<file path="src/rtl/serial_subtractor_pkg.sv">
// Shared definitions for the bit-serial subtractor: FSM encoding, default width
// and the bit-counter width helper.
package serial_subtractor_pkg;

  localparam int DEFAULT_WIDTH = 8;

  typedef enum logic [1:0] {
    ST_IDLE = 2'd0,
    ST_RUN  = 2'd1,
    ST_DONE = 2'd2
  } stateT;

  // Counter must index bits 0..w-1; never narrower than one bit.
  function automatic int cntWidth(input int w);
    return (w < 2) ? 1 : $clog2(w);
  endfunction

endpackage

</file>
<file path="src/rtl/serial_subtractor_fs_cell.sv">
// Combinational 1-bit full subtractor (fs_cell): diff = a - b - bIn, with borrow out.
module serial_subtractor_fs_cell (
  input  logic a,
  input  logic b,
  input  logic bIn,
  output logic diff,
  output logic bOut
);

  assign diff = a ^ b ^ bIn;
  assign bOut = (~a & b) | (~a & bIn) | (b & bIn);

endmodule

</file>
<file path="src/rtl/serial_subtractor.sv">
// Bit-serial subtractor: oData = iData_a - iData_b - iB, one bit per clock, LSB first,
// with a start/busy/done handshake.
module serial_subtractor
  import serial_subtractor_pkg::*;
#(
  parameter int WIDTH = DEFAULT_WIDTH
) (
  input  logic             iClk,
  input  logic             iRst,
  input  logic             iStart,
  input  logic [WIDTH-1:0] iData_a,
  input  logic [WIDTH-1:0] iData_b,
  input  logic             iB,
  output logic [WIDTH-1:0] oData,
  output logic             oData_B,
  output logic             oBusy,
  output logic             oDone
);

  localparam int CNT_W = cntWidth(WIDTH);

  stateT            stateReg, stateNext;
  logic [WIDTH-1:0] aShReg, bShReg;
  logic [WIDTH-2:0] resShReg;
  logic [WIDTH-1:0] resNext;
  logic [WIDTH-1:0] dataReg;
  logic             dataBReg;
  logic             brwReg;
  logic [CNT_W-1:0] cntReg;
  logic             diffBit, brwNext, lastBit;

  serial_subtractor_fs_cell uCell (
    .a    (aShReg[0]),
    .b    (bShReg[0]),
    .bIn  (brwReg),
    .diff (diffBit),
    .bOut (brwNext)
  );

  // The partial result only needs WIDTH-1 bits; the final bit joins it on the last edge.
  assign resNext = {diffBit, resShReg};
  assign lastBit = (cntReg == CNT_W'(WIDTH - 1));

  always_comb begin
    stateNext = stateReg;
    unique case (stateReg)
      ST_IDLE: if (iStart) stateNext = ST_RUN;
      ST_RUN:  if (lastBit) stateNext = ST_DONE;
      ST_DONE: stateNext = ST_IDLE;
      default: stateNext = ST_IDLE;
    endcase
  end

  always_ff @(posedge iClk) begin
    if (iRst) begin
      stateReg <= ST_IDLE;
      aShReg   <= '0;
      bShReg   <= '0;
      resShReg <= '0;
      brwReg   <= 1'b0;
      cntReg   <= '0;
      dataReg  <= '0;
      dataBReg <= 1'b0;
    end else begin
      stateReg <= stateNext;
      unique case (stateReg)
        ST_IDLE: begin
          if (iStart) begin
            aShReg <= iData_a;
            bShReg <= iData_b;
            brwReg <= iB;
            cntReg <= '0;
          end
        end
        ST_RUN: begin
          aShReg   <= aShReg >> 1;
          bShReg   <= bShReg >> 1;
          brwReg   <= brwNext;
          resShReg <= resNext[WIDTH-1:1];
          cntReg   <= cntReg + CNT_W'(1);
          // Outputs move only once the whole word is known.
          if (lastBit) begin
            dataReg  <= resNext;
            dataBReg <= brwNext;
          end
        end
        default: ;
      endcase
    end
  end

  assign oData   = dataReg;
  assign oData_B = dataBReg;
  assign oBusy   = (stateReg == ST_RUN);
  assign oDone   = (stateReg == ST_DONE);

endmodule
</file>
<file path="config.mk">
export PLATFORM = sky130hd
export DESIGN_NAME = serial_subtractor
export DESIGN_NICKNAME = d
export VERILOG_FILES = /design/src/rtl/serial_subtractor_pkg.sv /design/src/rtl/serial_subtractor_fs_cell.sv /design/src/rtl/serial_subtractor.sv
export SDC_FILE = /design/constraint.sdc
export NUM_CORES = 1
export LEC_CHECK = 0
export ABC_AREA = 1
export BUFFER_PORTS_ARGS = -buffer_cell sky130_fd_sc_hd__buf_2
export CORE_AREA = 8 8 68 70
export DETAILED_ROUTE_END_ITERATION = 8
export DIE_AREA = 0 0 76 78
export PLACE_DENSITY = 0.79
export REMOVE_ABC_BUFFERS = 1
export SYNTH_ARGS = -nofsm -noshare
export SYNTH_HDL_FRONTEND = slang
export SYNTH_HIERARCHICAL = 1
export SYNTH_SLANG_ARGS = --single-unit
</file>
<file path="constraint.sdc">
create_clock -name iClk -period 1.6 [get_ports iClk]
set_input_delay 0 -clock iClk [delete_from_list [all_inputs] [get_ports iClk]]
set_output_delay 0 -clock iClk [all_outputs]
set_load 0.01 [all_outputs]
</file>
==> run_results.csv, run 1 <==
group,metric,value,unit
yosys,yosysSeqAreaShare,0.4438,
clock_network,cts_root_buffer,"clkbuf_4",
timing,finalHoldViolCount,0,
route,wirelength,3506,um
timing,max_slew_margin,0.8216,
pwr,max-vdd-ir-drop,0.5049,mV
layout,multi_input_area,777.0,um2
layout,layout-drive-gt1-share,0.1487,
setup_path,slowest_delay,0.58,ns
pwr,switchingPower,0.0004956,W
timing,fmax,715.5,MHz
global_route,grt_pass1_vias,1554,
yosys,yosysTopAreaCell,"dfxtp_1",
route,viasPerCell,4.404,
setup_path,cp_max_fo,6,
floorplan,ios,31,
clock_network,cts_tree,"built",
pwr,leakage,1.125,nW
clock_network,cts_buffer_depth,2,
timing,skew,0.008918,ns
route,vias,1603,
pwr,powerDensity,841.0,nW/um2
yosys,synthCells,263,
route,drcViolationCount,0,
pwr,internal_power,0.001316,W
yosys,synth_warnings,6,
floorplan,rows,22,
placed_design,place.gp.congestion,0.7334,
clock_network,htreeDepth,2,
global_route,grt_overflow,0,
global_route,busiest_layer,"met2",
floorplan,fp.dieH,78,um
clock_network,clock_latency,0.34,ns
timing,fin_crit_sh,0.8735,
clock_network,cts.sinks,38,
run,max_cap_viol_count,0,
yosys,ys_ff_latch,38,
timing,maxSlewViolCount,0,
yosys,avgSynthCellArea,6.518,um2
route,final_antenna_net_count,0,
route,avgRoutedWirePerCell,9.632,um
timing,whs,0.05829,ns
min_path,hp-class,"in2reg",
global_route,met3_usage,0.05184,
layout,antennaDiodeCount,0,
layout,mostFrequentLayoutCell,"nand2_1",
timing,setup_viol,0,
floorplan,core-area,3551,um2
yosys,yosysTopAreaCellShare,0.4438,
clock_network,cts_buffers,5,
layout,area_delta_synth_final,25.69,%
global_route,grtUsageMet1,0.1321,
yosys,synth_area,1714,um2
setup_path,critical_path_required,1.88,ns
pwr,p_seq_frac,0.570,
global_route,antenna_found_initial,0,
floorplan,die_x,76,um
global_route,grt_pass1_wl,6417,um
clock_network,cts.clk_slew.worst_paths,0.11,ns
floorplan,dieArea,5928,um2
yosys,synth_cell_type_count,17,
yosys,ys_top_cells_by_area,"dfxtp_1 44%, nand2_1 19%, nor2_1 16%, inv_1 5.9%, o21ai_0 2.6%",
global_route,use_met2,0.2288,
setup_path,cp_cell_sequence,"nor2_1, nand3_1, dlygate4sd3_1, a21oi_1",
timing,rsz0062_at_grt,"false",
timing,worst_slew_pin_slew,0.2666,ns
pwr,swShare,0.2735,
timing,finalCriticalPeriod,1.398,ns
layout,layout_common_cells,"86 x nand2_1, 71 x nor2_1, 38 x dfxtp_1, 30 x buf_2, 27 x inv_1",
setup_path,startpoint_type,"flip-flop",
outcome,status,"completed",
layout,fin_nets,339,
pwr,pwr-share-comb,0.179,
route,drtIter0Drc,70,
clock_network,cts_setup_buffers,0,
setup_path,setup.worst_path.class,"reg2reg",
global_route,grt_start_max_net_pins,21,
placed_design,dp_hpwl,2348,um
layout,num-fill-cells,332,
pwr,power,0.001812,W
route,drt-pass1-iter-count,4,
floorplan,initial_core_util,0.4827,
global_route,grt_use_total,0.1282,
setup_path,cpMaxStageDelayCell,"dlygate4sd3_1",
setup_path,cp-end-kind,"flip-flop",
setup_path,cp_data_arrival_time,1.68,ns
pwr,p_clk_frac,0.251,
placed_design,numPortBuffers,30,
layout,seq_area,760.7,um2
[synthesized netlist by cell type]
cell type   n
nor2_1     71
inv_1      27
a21oi_1     4
fa_1        1
ha_1        2
nor2_4      1
nand2_1    86
o21a_1      1
nand3_1     8
buf_2       6
buf_6       2
buf_4       2
nor2_2      1
clkbuf_1    2
nand2_2     2
dfxtp_1    38
o21ai_0     9
[worst paths after layout]
check                                         startpoint                        to  slack, ns  depth (start not counted)
worst max register to register  stateReg[0]$_SDFFE_PP0P_    aShReg[7]$_SDFFE_PP0P_       0.20                          4
worst min-delay path                              iStart  stateReg[0]$_SDFFE_PP0P_       0.06                          4
worst min register to register  resShReg[1]$_SDFFE_PP0P_     oData[1]$_SDFFE_PP0P_       0.47                          2
worst max-delay path            stateReg[0]$_SDFFE_PP0P_    aShReg[7]$_SDFFE_PP0P_       0.20                          4
[metrics by stage]
step / cells / setup WS, ns / setup TNS, ns / instance area [um2] / utilization
floorplan: 251 / -0.1529 / -2.811 / 1639 / -
global placement: 337 / 0.3307 / 0 / 1909 / 0.5377
detailed placement: 337 / 0.3142 / 0 / 1909 / 0.5377
CTS: 364 / 0.2477 / 0 / 2155 / 0.6068
global route: 364 / 0.04817 / 0 / 2155 / 0.6068
finish: 364 / 0.2025 / 0 / 2155 / 0.6068
[layout make-up]
class,instances,area share
Clock buffer,7,0.02091
Multi-Input combinational cell,186,0.3606
Tap cell,48,0.02787
Inverter,27,0.04704
Timing Repair Buffer,58,0.1905
Sequential cell,38,0.3531
[routing by layer]
metal | vias to the layer above | wire length, um
met5 | - | 0
met4 | 0 | 49
met3 | 6 | 169
met2 | 33 | 1690
met1 | 683 | 1596
li1 | 881 | -
[flip-flops by register name, indices dropped and copies added (netlist names)]
signal	count
oData	8
aShReg	8
resShReg	7
oData_B	1
stateReg	2
cntReg	3
bShReg	8
brwReg	1
[cell families (layout without fill, tap and decap cells)]
group	Yosys count	in the layout	synth area share
adder cells (fa/ha/maj)	3	3	0.02628
AND/OR/NAND/NOR	169	169	0.3847
buffers and inverters	39	92	0.1029
AO/OA/AOI/OAI	14	14	0.04234
flip-flops	38	38	0.4438
[power by group through the flow]
stage	combinational, W	clock (W)	sequential, W
finish	0.000324	0.000455	0.00103
global route	0.000378	0.000520	0.00104
CTS	0.000325	0.000475	0.00103
detailed placement	0.000287	0	0.00106
global placement	0.000281	0	0.00105
floorplan	0.000197	0	0.00105
[worst max-delay path: cells and delay by family (launching register included)]
kind                   cells  cell delay (ns)
AOI/OAI and AO/OA          1             0.14
DFF                        1             0.37
buffers and inverters      1             0.58
and+or+nand+nor            2             0.24
[what timing repair did]
action	CTS	global route
hold endpoints to repair	20	0
gates resized for setup	0	0
hold buffers	20	0
setup endpoints to repair	0	0
Power figures use the tool's default switching activity.
==> inputs of run 2 (changes only) <==
CORE_AREA = 8 8 79 81   (was 8 8 68 70)
DIE_AREA = 0 0 87 89   (was 0 0 76 78)
PLACE_DENSITY = 0.62   (was 0.79)
SLEW_MARGIN = 25   (was unset)
==> run 2 against run 1 <==
Effect of this change: maximum frequency rose by 3.2%; sequential share of layout area rose by 1.1 points; sequential cell count did not move; register-to-register slack improved by 0.04 ns; critical path depth did not move; combinational power fell by 7.7%; global-route usage fell by 2.6 points; clock power rose by 51%; cell count rose by 1.9%; total power rose by 12%; critical path type unchanged; critical endpoint unchanged; largest power group unchanged.
==> run_results.csv, run 2 (same netlist as run 1, synthesis figures left out) <==
group,metric,value,unit
outcome,status,"completed",
global_route,grt_pass1_wl,6279,um
route,drtIter0Drc,57,
clock_network,clock_latency,0.29,ns
setup_path,worst-r2r-setup-slack,0.25,ns
setup_path,critPathLaunch,"stateReg[0]$_SDFFE_PP0P_",
setup_path,cp_cell_sequence,"nor2_1, nand3_1, dlygate4sd3_1, a21oi_1",
floorplan,dieArea,7743,um2
timing,layout_setup_ws,0.2457,ns
setup_path,r2r_start,"stateReg[0]$_SDFFE_PP0P_",
clock_network,cts_setup_buffers,0,
timing,finalHoldViolCount,0,
timing,maxSlewViolCount,0,
placed_design,numPortBuffers,30,
route,final_antenna_net_count,0,
global_route,grt_use_total,0.1024,
setup_path,r2r_end,"aShReg[7]$_SDFFE_PP0P_",
floorplan,core-area,4977,um2
pwr,pwr-share-comb,0.148,
min_path,min_to,"bShReg[4]$_SDFFE_PP0P_",
placed_design,dpl-instance-area,1934,um2
route,drcViolationCount,0,
pwr,power,0.002021,W
clock_network,cts_buffers,5,
pwr,leakage,1.086,nW
setup_path,cp_data_arrival_time,1.58,ns
clock_network,htreeDepth,2,
global_route,grt_overflow,0,
timing,finalCriticalPeriod,1.354,ns
placed_design,dp_hpwl,2424,um
floorplan,fp.dieH,89,um
setup_path,startpoint_type,"flip-flop",
route,viasPerCell,4.129,
setup_path,setup.worst_path.class,"reg2reg",
timing,fin_crit_sh,0.8464,
floorplan,initial_core_util,0.3444,
layout,antennaDiodeCount,0,
min_path,hold_depth,5,
layout,fin_nets,323,
timing,worst_slew_pin_slew,0.2864,ns
timing,max_slew_margin,0.8084,
route,wl_met3,215,um
clock_network,cts_buffer_depth,2,
pwr,powerDensity,967.2,nW/um2
pwr,switchingPower,0.0005456,W
pwr,p_seq_frac,0.511,
layout,area_delta_synth_final,21.90,%
layout,post-route-cell-area,2090,um2
route,avgRoutedWirePerCell,9.801,um
placed_design,dp_slack,0.3190,ns
pwr,max-vdd-ir-drop,0.6006,mV
route,met1_length,1705,um
global_route,grt_start_max_net_pins,39,
floorplan,die_x,87,um
layout,layout_common_cells,"86 x nand2_1, 71 x nor2_1, 38 x dfxtp_1, 30 x buf_2, 27 x inv_1",
run,max_cap_viol_count,0,
route,met2_length,1649,um
route,drt-pass1-iter-count,2,
clock_network,ctsResizeCount,0,
pwr,p_clk_frac,0.341,
pwr,internal_power,0.001475,W
layout,num-fill-cells,567,
placed_design,place.gp.congestion,0.7083,
min_path,hp-class,"in2reg",
timing,fmax,738.4,MHz
floorplan,rows,26,
timing,setup_viol,0,
timing,skew,0.005997,ns
route,top_layer_used,"met4",
timing,rsz0062_at_grt,"false",
route,vias,1532,
global_route,antenna_found_initial,0,
clock_network,cts.clk_slew.worst_paths,0.08,ns
layout,mostFrequentLayoutCell,"nand2_1",
clock_network,cts_root_buffer,"clkbuf_8",
global_route,grt_pass1_vias,1508,
setup_path,cp-end-kind,"flip-flop",
clock_network,cts_tree,"built",
setup_path,slowest_delay,0.55,ns
route,wirelength,3636,um
timing,setup_tns,0,ns
pwr,swShare,0.2700,
clock_network,cts.sinks,38,
setup_path,cp_max_fo,6,
setup_path,cpMaxStageDelayCell,"dlygate4sd3_1",
setup_path,critical_path_required,1.83,ns
setup_path,ff2ff_path_depth,4,
min_path,hold_start,"iData_b[4]",
layout,layout-drive-gt1-share,0.1595,
floorplan,ios,31,
[run 2: changes by cell type in the layout (fill, tap and decap cells not counted), sizes merged]
cell / change
dlygate4sd3: -14
clkinv: +1
clkinvlp: +1
buf: -2
clkbuf: -1
[run 2: what timing repair did]
action / 4_1_cts / 5_1_grt
setup endpoints to repair: 0 / 0
hold endpoints to repair: 7 / 0
hold buffers: 6 / 0
[run 2: layout make-up]
type	count	area, um2	share of cell area
Multi-Input combinational cell	186	777.0	0.3719
Timing Repair Buffer	42	267.8	0.1281
Sequential cell	38	760.7	0.3641
Clock buffer	6	82.58	0.03952
Inverter	27	101.3	0.04850
Clock inverter	2	12.51	0.005988
Tap cell	70	87.58	0.04192
[run 2: how the worst max path moves through the flow]
| stage | end | cells past startpoint |
|---|---|---|
| after floorplan | aShReg[0]$_SDFFE_PP0P_ | 4 |
| after global placement | resShReg[6]$_SDFFE_PP0P_ | 5 |
| after detailed placement | resShReg[6]$_SDFFE_PP0P_ | 5 |
| after CTS | aShReg[7]$_SDFFE_PP0P_ | 4 |
| after global routing | aShReg[7]$_SDFFE_PP0P_ | 4 |
| final | aShReg[7]$_SDFFE_PP0P_ | 4 |
[run 2: worst max-delay path: cells and delay by family, from the launching register on]
kind | cells | cell delay [ns]
buffers and inverters | 1 | 0.55
AOI/OAI and AO/OA | 1 | 0.14
and+or+nand+nor | 2 | 0.23
DFF | 1 | 0.36
[run 2: power groups by stage]
stage	Sequential, W	Combinational (W)	Clock (W)
floorplan	0.00105	0.000197	0
global placement	0.00105	0.000286	0
detailed placement	0.00106	0.000291	0
CTS	0.00103	0.000304	0.000725
global route	0.00104	0.000350	0.000763
finish	0.00103	0.000299	0.000689
[run 2: routing by layer]
metal  vias to the layer above  global-route usage
met1                       646              0.1047
li1                        850                   -
met3                         8             0.03860
met4                         0             0.05164
met2                        28              0.1804
met5                         -                   0
[run 2: through the flow]
step	std cells	utilization	hold slack, ns
3_3_place_gp	357	0.3886	0.2865
2_1_floorplan	251	-	0.06907
5_1_grt	371	0.4198	0.03188
3_5_place_dp	357	0.3886	0.2873
6_report	371	0.4198	0.01146
4_1_cts	371	0.4198	0.00005349
==> inputs of run 3 (changes only) <==
clock period = 1.4 ns   (was 1.6 ns; I/O delays follow)
==> run 3 against run 2 <==
Effect of this change: core utilization rose by 0.075 points; maximum frequency rose by 2.7%; critical path depth did not move; sequential power rose by 15%; wire length fell by 6.1%; via count fell by 2.2%; non-clock buffer count fell by 3; cell count fell by 0.81%; sequential share of layout area rose by 0.054 points; clock skew rose by 0.0025 ns; total power rose by 20%.
==> run_results.csv, run 3 (same netlist as run 1, synthesis figures left out) <==
group,metric,value,unit
layout,fin_nets,320,
pwr,power,0.002426,W
global_route,met3_usage,0.03585,
floorplan,rows,26,
layout,area_delta_synth_final,22.12,%
clock_network,cts.sinks,38,
timing,fmax,758.0,MHz
timing,setup_tns,0,ns
route,final_antenna_net_count,0,
setup_path,cp_max_fo,3,
global_route,grt_pass1_wl,5671,um
setup_path,setup.worst_path.class,"reg2reg",
floorplan,fp.dieH,89,um
pwr,max-vdd-ir-drop,0.6281,mV
route,drt-pass1-iter-count,4,
setup_path,cp-end-kind,"flip-flop",
clock_network,cts_buffers,5,
timing,maxSlewViolCount,0,
route,avgRoutedWirePerCell,9.283,um
placed_design,dp_slack,0.1489,ns
clock_network,cts_tree,"built",
layout,antennaDiodeCount,0,
floorplan,core-area,4977,um2
global_route,grt_use_total,0.09321,
outcome,status,"completed",
clock_network,htreeDepth,2,
placed_design,numPortBuffers,30,
route,vias,1499,
route,viasPerCell,4.073,
layout,layout-drive-gt1-share,0.1678,
timing,worst_slew_pin_slew,0.3289,ns
global_route,busiest_layer,"met2",
route,wirelength,3416,um
clock_network,cts.clk_slew.worst_paths,0.08,ns
min_path,hp-class,"in2reg",
timing,finalHoldViolCount,0,
layout,layout_common_cells,"86 x nand2_1, 70 x nor2_1, 36 x dfxtp_1, 30 x buf_2, 27 x inv_1",
route,drtIter0Drc,55,
setup_path,cp_data_arrival_time,1.54,ns
timing,finalCriticalPeriod,1.319,ns
floorplan,dieArea,7743,um2
pwr,powerDensity,1159,nW/um2
placed_design,dp_hpwl,2284,um
run,max_cap_viol_count,0,
timing,rsz0062_at_grt,"false",
placed_design,place.gp.congestion,0.7026,
timing,layout_setup_ws,0.08078,ns
floorplan,die_x,87,um
timing,fin_crit_sh,0.9423,
setup_path,startpoint_type,"flip-flop",
timing,setup_viol,0,
setup_path,critical_path_required,1.62,ns
clock_network,cts_root_buffer,"clkbuf_8",
global_route,grt_overflow,0,
clock_network,cts_buffer_depth,2,
global_route,antenna_found_initial,0,
timing,max_slew_margin,0.7808,
placed_design,dpl-instance-area,1939,um2
timing,skew,0.008498,ns
global_route,grt_pass1_vias,1303,
floorplan,ios,31,
floorplan,initial_core_util,0.3444,
global_route,grt_start_max_net_pins,33,
clock_network,clock_latency,0.29,ns
global_route,use_met2,0.1457,
route,drcViolationCount,0,
global_route,grtUsageMet1,0.1108,
layout,mostFrequentLayoutCell,"nand2_1",
pwr,leakage,1.089,nW
layout,post-route-cell-area,2093,um2
-- run 3: repair_timing --
item                                    4_1_cts  5_1_grt
endpoints found under the setup margin        0        2
setup buffers                                 0        0
hold buffers                                  4        0
hold endpoints to repair                      5        0
resized for setup                             0        3
-- run 3: worst max-delay path, stage by stage, from the launching register on --
cell           delay [ns]
dfxtp_2              0.35
nor2_2               0.12
nand3_1              0.06
dlygate4sd3_1        0.56
a21oi_1              0.16
-- run 3: stage by stage --
step	util	hold slack [ns]	std cells
after floorplan	-	0.06907	251
after global placement	0.3896	0.2843	356
after detailed placement	0.3896	0.2785	356
after CTS	0.4196	0.003440	368
after global routing	0.4206	0.01353	368
final	0.4206	0.007298	368
-- run 3: final cells by class --
class | count | area [um2]
inverters | 27 | 101.3
clock inverters | 3 | 40.04
well taps | 70 | 87.58
repair buffers | 39 | 252.7
fillers | 539 | 2884
clock buffers | 5 | 68.82
multi-input cells | 186 | 779.5
flip-flops and latches | 38 | 763.2
-- run 3: path summary, 6_finish.rpt --
kind / to / slack [ns] / depth (start not counted) / startpoint
setup / recovery: aShReg[7]$_SDFFE_PP0P_ / 0.08 / 4 / stateReg[1]$_SDFFE_PP0P_
setup reg to reg: aShReg[7]$_SDFFE_PP0P_ / 0.08 / 4 / stateReg[1]$_SDFFE_PP0P_
hold reg to reg: oData[1]$_SDFFE_PP0P_ / 0.47 / 2 / resShReg[1]$_SDFFE_PP0P_
hold / removal: brwReg$_SDFFE_PP0P_ / 0.007 / 5 / iB
-- run 3: power breakdown --
| group | internal, W | leakage, nW | switching [W] |
|---|---|---|---|
| sequential | 0.00115 | 0.313 | 0.0000318 |
| clock | 0.000524 | 0.0579 | 0.000383 |
| combinational | 0.000141 | 0.718 | 0.000197 |
| total | 0.00181 | 1.09 | 0.000611 |
-- run 3: layer usage --
metal / vias up / share of wire
met5: - / 0
met1: 618 / 0.51
met4: 0 / 0.011
met2: 31 / 0.42
met3: 4 / 0.055
li1: 846 / -
